==> src/rtl/f_spsram_arb.sv <==
// f_spsram_arb
// Two-port arbiter and access sequencer for the single-port 2048x128
// byte-writable SRAM macro. Port 0 and port 1 share the macro under
// round-robin grants. Active-high request/write/byte-enable controls are
// turned into the macro's active-low CEN/WEN. Read data is returned one
// cycle after the grant and is held in a per-port register under
// back-pressure.
//
// Build option:
//   F_SPSRAM_ARB_FIXED_PRI_EN  defined   -> port 0 always wins contention,
//                                           no last_gnt register
//                              undefined -> round-robin (default)
//
// Ports:
//   CLK, RST                 clock, synchronous active-high reset
//   pN_req/wr/addr/wdata/be  port N request (N = 0,1)
//   pN_gnt                   request accepted this cycle (combinational)
//   pN_rvalid/rdata/rready   port N read response handshake
//   A, CEN, D, WEN, Q        SRAM macro interface (CEN/WEN active-low)
module f_spsram_arb #(
    parameter int ADDR_WIDTH = 11,
    parameter int DATA_WIDTH = 128,
    parameter int BE_WIDTH   = DATA_WIDTH / 8
) (
    input  logic                  CLK,
    input  logic                  RST,
    input  logic                  p0_req,
    input  logic                  p0_wr,
    input  logic [ADDR_WIDTH-1:0] p0_addr,
    input  logic [DATA_WIDTH-1:0] p0_wdata,
    input  logic [BE_WIDTH-1:0]   p0_be,
    output logic                  p0_gnt,
    output logic                  p0_rvalid,
    output logic [DATA_WIDTH-1:0] p0_rdata,
    input  logic                  p0_rready,
    input  logic                  p1_req,
    input  logic                  p1_wr,
    input  logic [ADDR_WIDTH-1:0] p1_addr,
    input  logic [DATA_WIDTH-1:0] p1_wdata,
    input  logic [BE_WIDTH-1:0]   p1_be,
    output logic                  p1_gnt,
    output logic                  p1_rvalid,
    output logic [DATA_WIDTH-1:0] p1_rdata,
    input  logic                  p1_rready,
    output logic [ADDR_WIDTH-1:0] A,
    output logic                  CEN,
    output logic [DATA_WIDTH-1:0] D,
    output logic [BE_WIDTH-1:0]   WEN,
    input  logic [DATA_WIDTH-1:0] Q
);

    // Per-port response state
    localparam logic [1:0] ST_IDLE = 2'd0;
    localparam logic [1:0] ST_PEND = 2'd1;  // macro Q carries this port's data
    localparam logic [1:0] ST_HOLD = 2'd2;  // data parked in hold_N

    logic [1:0]            st0, st1;
    logic [DATA_WIDTH-1:0] hold0, hold1;

    logic                  elig0, elig1;
    logic                  gnt0, gnt1, any_gnt;
    logic                  sel_wr;
    logic [ADDR_WIDTH-1:0] sel_addr, a_q;
    logic [DATA_WIDTH-1:0] sel_wdata, d_q;
    logic [BE_WIDTH-1:0]   sel_be;

    // A port whose response is still unconsumed may not issue: this keeps
    // the single hold register per port sufficient. Reset suppresses any
    // grant in the same cycle so no access reaches the macro.
    assign elig0 = p0_req & ~(p0_rvalid & ~p0_rready) & ~RST;
    assign elig1 = p1_req & ~(p1_rvalid & ~p1_rready) & ~RST;

`ifdef F_SPSRAM_ARB_FIXED_PRI_EN
    assign gnt0 = elig0;
    assign gnt1 = elig1 & ~elig0;
`else
    // last_gnt: 0 = port 0 granted last, 1 = port 1 granted last
    logic last_gnt;

    assign gnt0 = elig0 & (~elig1 | last_gnt);
    assign gnt1 = elig1 & (~elig0 | ~last_gnt);

    always_ff @(posedge CLK) begin
        if (RST) begin
            last_gnt <= 1'b1;
        end else if (gnt0) begin
            last_gnt <= 1'b0;
        end else if (gnt1) begin
            last_gnt <= 1'b1;
        end
    end
`endif

    assign p0_gnt  = gnt0;
    assign p1_gnt  = gnt1;
    assign any_gnt = gnt0 | gnt1;

    always_comb begin
        sel_wr    = p0_wr;
        sel_addr  = p0_addr;
        sel_wdata = p0_wdata;
        sel_be    = p0_be;
        if (gnt1) begin
            sel_wr    = p1_wr;
            sel_addr  = p1_addr;
            sel_wdata = p1_wdata;
            sel_be    = p1_be;
        end
    end

    // Macro drive. A and D keep the last granted values when idle so the
    // macro pins do not toggle between accesses.
    assign CEN = ~any_gnt;
    assign WEN = (any_gnt & sel_wr) ? ~sel_be : '1;
    assign A   = any_gnt ? sel_addr  : a_q;
    assign D   = any_gnt ? sel_wdata : d_q;

    always_ff @(posedge CLK) begin
        if (RST) begin
            a_q <= '0;
            d_q <= '0;
        end else if (any_gnt) begin
            a_q <= sel_addr;
            d_q <= sel_wdata;
        end
    end

    // A new read granted while the previous response is being consumed
    // goes straight back to PEND (pipelined back-to-back reads).
    function automatic logic [1:0] next_st(input logic [1:0] st,
                                           input logic       rready,
                                           input logic       rd_gnt);
        logic [1:0] nx;
        nx = ST_IDLE;
        case (st)
            ST_IDLE: nx = rd_gnt ? ST_PEND : ST_IDLE;
            ST_PEND: nx = !rready ? ST_HOLD : (rd_gnt ? ST_PEND : ST_IDLE);
            ST_HOLD: nx = !rready ? ST_HOLD : (rd_gnt ? ST_PEND : ST_IDLE);
            default: nx = ST_IDLE;
        endcase
        return nx;
    endfunction

    always_ff @(posedge CLK) begin
        if (RST) begin
            st0   <= ST_IDLE;
            st1   <= ST_IDLE;
            hold0 <= '0;
            hold1 <= '0;
        end else begin
            st0 <= next_st(st0, p0_rready, gnt0 & ~p0_wr);
            st1 <= next_st(st1, p1_rready, gnt1 & ~p1_wr);
            if (st0 == ST_PEND && !p0_rready) begin
                hold0 <= Q;
            end
            if (st1 == ST_PEND && !p1_rready) begin
                hold1 <= Q;
            end
        end
    end

    assign p0_rvalid = (st0 != ST_IDLE);
    assign p1_rvalid = (st1 != ST_IDLE);

    assign p0_rdata = (st0 == ST_PEND) ? Q : ((st0 == ST_HOLD) ? hold0 : '0);
    assign p1_rdata = (st1 == ST_PEND) ? Q : ((st1 == ST_HOLD) ? hold1 : '0);

endmodule

==> config.mk <==
export PLATFORM = sky130hd
export DESIGN_NAME = f_spsram_arb
export DESIGN_NICKNAME = d
export VERILOG_FILES = /design/src/rtl/f_spsram_arb.sv
export SDC_FILE = /design/constraint.sdc
export NUM_CORES = 1
export LEC_CHECK = 0
export BUFFER_PORTS_ARGS = -buffer_cell sky130_fd_sc_hd__clkbuf_2
export CELL_PAD_IN_SITES_DETAIL_PLACEMENT = 0
export CELL_PAD_IN_SITES_GLOBAL_PLACEMENT = 1
export CORE_AREA = 2 2 337 339
export CTS_BUF_LIST = sky130_fd_sc_hd__clkbuf_16
export DETAILED_ROUTE_END_ITERATION = 7
export DIE_AREA = 0 0 339 341
export MAX_ROUTING_LAYER = met4
export PLACE_DENSITY = 0.53
export RECOVER_POWER = 50
export SYNTH_ARGS = -nofsm -noshare
export SYNTH_HDL_FRONTEND = slang
export SYNTH_SLANG_ARGS = --single-unit
==> constraint.sdc <==
create_clock -name CLK -period 2.5 [get_ports CLK]
set_clock_uncertainty 0.2 [all_clocks]
set_input_delay 0.125 -clock CLK [delete_from_list [all_inputs] [get_ports CLK]]
set_output_delay 0.125 -clock CLK [all_outputs]
set_load 0.005 [all_outputs]
==> key figures <==
Synthesis
  • Post-synth EDFFs: 0
  • Cell taking the most area after synthesis: dfxtp_1
  • Sequential element share of the synthesized area: 0.406
  • Synth unique cells: 29
  • Yosys warning count: 0
  • Async SR Flop Fraction: 0
  • Count leader, synth: nand2_1
  • Synth area leaders: dfxtp_1 (41%), nand2_1 (25%), a21oi_1 (6.5%)
  • Post-synth top cells: nand2_1 (1318), dfxtp_1 (400), a21oi_1 (258), o21ai_0 (258), clkbuf_1 (221)
  • Mapped Cells: slightly below 3000
  • Syn_area_per_cell: 6.65 µm²
  • #FFs+latches synth: 400
  • Syn_nets: 3422
  • Yosys top cell area share: 0.406
  • Synthesized area: 0.0197 mm²
  • Top FF cell, synth: dfxtp_1

Global route
  • Global-route usage over all layers: 0.185
  • GRT overflow: 0
  • Largest net degree at the start of global routing: around 170
  • Number of global-route vias before repair: 23987
  • Initial antenna violation count: 30
  • Global-route wire length before repair: 158000 µm

CTS
  • Sink Count: 400
  • CTS tree: built
  • H-tree depth: 2
  • Worst-path clk slew: ~0.060 ns
  • CTS Root Cell: clkbuf_16
  • Worst skew pair latency: 0.63 ns
  • TritonCTS Buffers: 53
  • Max clock buf depth: 3

Run status
  • Failing checks: max-capacitance violations, max-slew violations, negative setup slack
  • Status: finished, violations left

Timing
  • Fmax: roughly 330 MHz
  • Worst Tran Pin Value: approximately 1.9 ns
  • Clock period minus worst slack: 3.06 ns
  • Slew headroom: -0.263
  • Max-slew violation count: 138
  • Tcrit/Tclk final: 1.23
  • Final setup violating endpoints: between 300 and 400
  • Final hold violation count: 0
  • Final worst setup slack: -0.565 ns
  • Worst hold margin: roughly 0.1 ns
  • RSZ-0062 raised after global routing: yes

Place
  • # port buffers: 861
  • DPL Wire Length: around 79000 µm
  • Placer Congestion: 0.871

Layout
  • Seq. cell area: 0.00801 mm²
  • Net count, final: ~4600
  • Area used by multi-input combinational logic: 0.0111 mm²
  • Share of layout cells above drive strength 1: 0.287
  • Area delta synth->final: 68.9%
  • Layout Utilization: 0.298
  • Fillers: approximately 12000

Die
  • Top-Level Pins: 862
  • Row count: ~120
  • Die height: 341 µm
  • Initial Util: 0.176
  • Placeable Area: 0.112 mm²
  • Die width: between 300 and 400 µm
  • Die area: 0.116 mm²

Worst hold path
  • HP Class: primary input to flop

Drt
  • Drt pass-1 iters: 5
  • DRC viols: 0
  • Vias: 25103
  • Vias/cell: 4.35
  • Final wirelength: 111000 µm
  • Drt wl/cell: 19.3 µm
  • Antenna-violating nets left: 0
  • Drt initial violations: 1229

Critical path
  • Setup Crit Path Kind: flop to primary output
  • Crit path arrival time: 2.74 ns
  • CP Max Fanout: 7
  • CP Launch Type: flop
  • Worst path required time: around 2.2 ns
  • Slowest cell on crit path: or3_4
  • Critical Path End Type: primary output
  • Crit path cell chain: inv_2, ha_4, o211a_1, or3_4, buf_12, buf_16, mux2_4, nand2_2, buf_6
  • R2R Setup Slk: -0.45 ns
  • Slowest Stage Delay on Critical Path: about 0.44 ns

Power
  • Max IR drop VDD: 0.000482 V
  • P per Cell Area: 522 mW/mm²
  • Leak: 13.5 nW

Run
  • Max-cap violation count: 1
## placed cells by master, fill, tap and decap left out, types with 2 or more instances in the layout
cell	netlist	final
inv_1	7	22
ha_2	0	2
buf_8	4	5
mux2_2	16	13
clkinv_1	0	14
ha_4	0	4
a311oi_1	139	139
dlygate4sd3_1	0	420
nor2_1	142	140
clkinv_2	0	10
diode_2	0	28
nor2_2	0	2
nand2_4	0	10
a31oi_4	0	6
buf_2	29	53
dfxtp_1	400	398
a31oi_2	0	17
buf_4	2	75
o21ai_4	0	2
dfxtp_2	0	2
mux2_4	0	3
nand2b_4	0	2
o21ai_0	258	258
a21oi_1	258	257
nor2b_4	0	2
buf_12	1	40
nand2_2	0	65
ha_1	8	2
clkbuf_2	0	805
nand2_1	1318	1243
o21bai_1	2	2
clkbuf_16	0	60
inv_2	0	3
nor4b_1	2	2
buf_16	0	9
buf_6	4	19
a31oi_1	139	116
clkinv_8	0	3
## power breakdown
group | leakage [nW] | switching, W | internal (W)
combinational | 9.34 | 0.00190 | 0.00163
sequential | 3.26 | 0.0000760 | 0.00663
clock | 0.850 | 0.00323 | 0.00394
## layout make-up
cell class / instances / area share
multi-input cells: 2295 / 0.334
well taps: 1500 / 0.0563
inverters: 8 / 0.00128
diodes: 28 / 0.00210
clock buffers: 53 / 0.0398
flip-flops and latches: 400 / 0.240
repair buffers: 1435 / 0.318
clock inverters: 46 / 0.00788
## path summary, 6_finish.rpt
kind	from	endpoint	cells after the start
worst max register to register	st0[1]	hold0[36]	10
worst min register to register	hold1[109]	hold1[109]	2
worst max-delay path	st0[1]	WEN[9]	9
worst min-delay path	Q[55]	hold1[55]	4
## routing by layer
| metal | global-route usage | vias up | share of wire |
|---|---|---|---|
| li1 | - | 12506 | - |
| met1 | 0.216 | 11656 | 0.41 |
| met2 | 0.313 | 784 | 0.49 |
| met3 | 0.0448 | 157 | 0.066 |
| met4 | 0.0562 | 0 | 0.030 |
| met5 | - | - | 0 |
## cell families (layout without fill, tap and decap cells)
group                    after synthesis  count (layout)  synth area share
AO/OA/AOI/OAI                        799             799             0.238
flip-flops                           400             400             0.406
buffers and inverters                273            1542            0.0594
adder cells (fa/ha/maj)                8               8           0.00507
other                                  0              28                 0
multiplexers                          16              16           0.00913
AND/OR/NAND/NOR                     1472            1472             0.282
## sequential cells by signal (all words and copies together), names as in the netlist
signal,cells
hold0,128
st0,2
hold1,128
d_q,128
last_gnt,1
st1,2
a_q,11
## metrics by stage
stage / instances / total power [W] / worst slack, ns / instance area, µm² / setup TNS (ns)
floorplan: 2968 / 0.00804 / 0.222 / 19700 / 0
global placement: 5181 / 0.00952 / -0.287 / 26300 / -0.403
detailed placement: 5181 / 0.00952 / -0.294 / 26300 / -0.599
CTS: 5720 / 0.0176 / -0.642 / 32700 / -107.74
global route: 5761 / 0.0183 / -0.663 / 33300 / -157.61
finish: 5765 / 0.0174 / -0.565 / 33300 / -92.83
## critical path, delay by kind of cell, from the launching register on
| kind | cells | cell delay [ns] |
|---|---|---|
| simple gates | 2 | 0.53 |
| buf+inv | 4 | 0.47 |
| mux | 1 | 0.37 |
| flops | 1 | 0.33 |
| compound gates | 1 | 0.21 |
| fa+ha+maj | 1 | 0.15 |
## timing repair
action,CTS,global route
endpoints found under the hold margin,400,0
gates cloned,4,9
hold buffers,420,0
resized for setup,91,140
pin swaps,46,22
setup buffers,16,8
setup endpoints to repair,362,409
No activity file was read; power rests on OpenSTA's default activity.
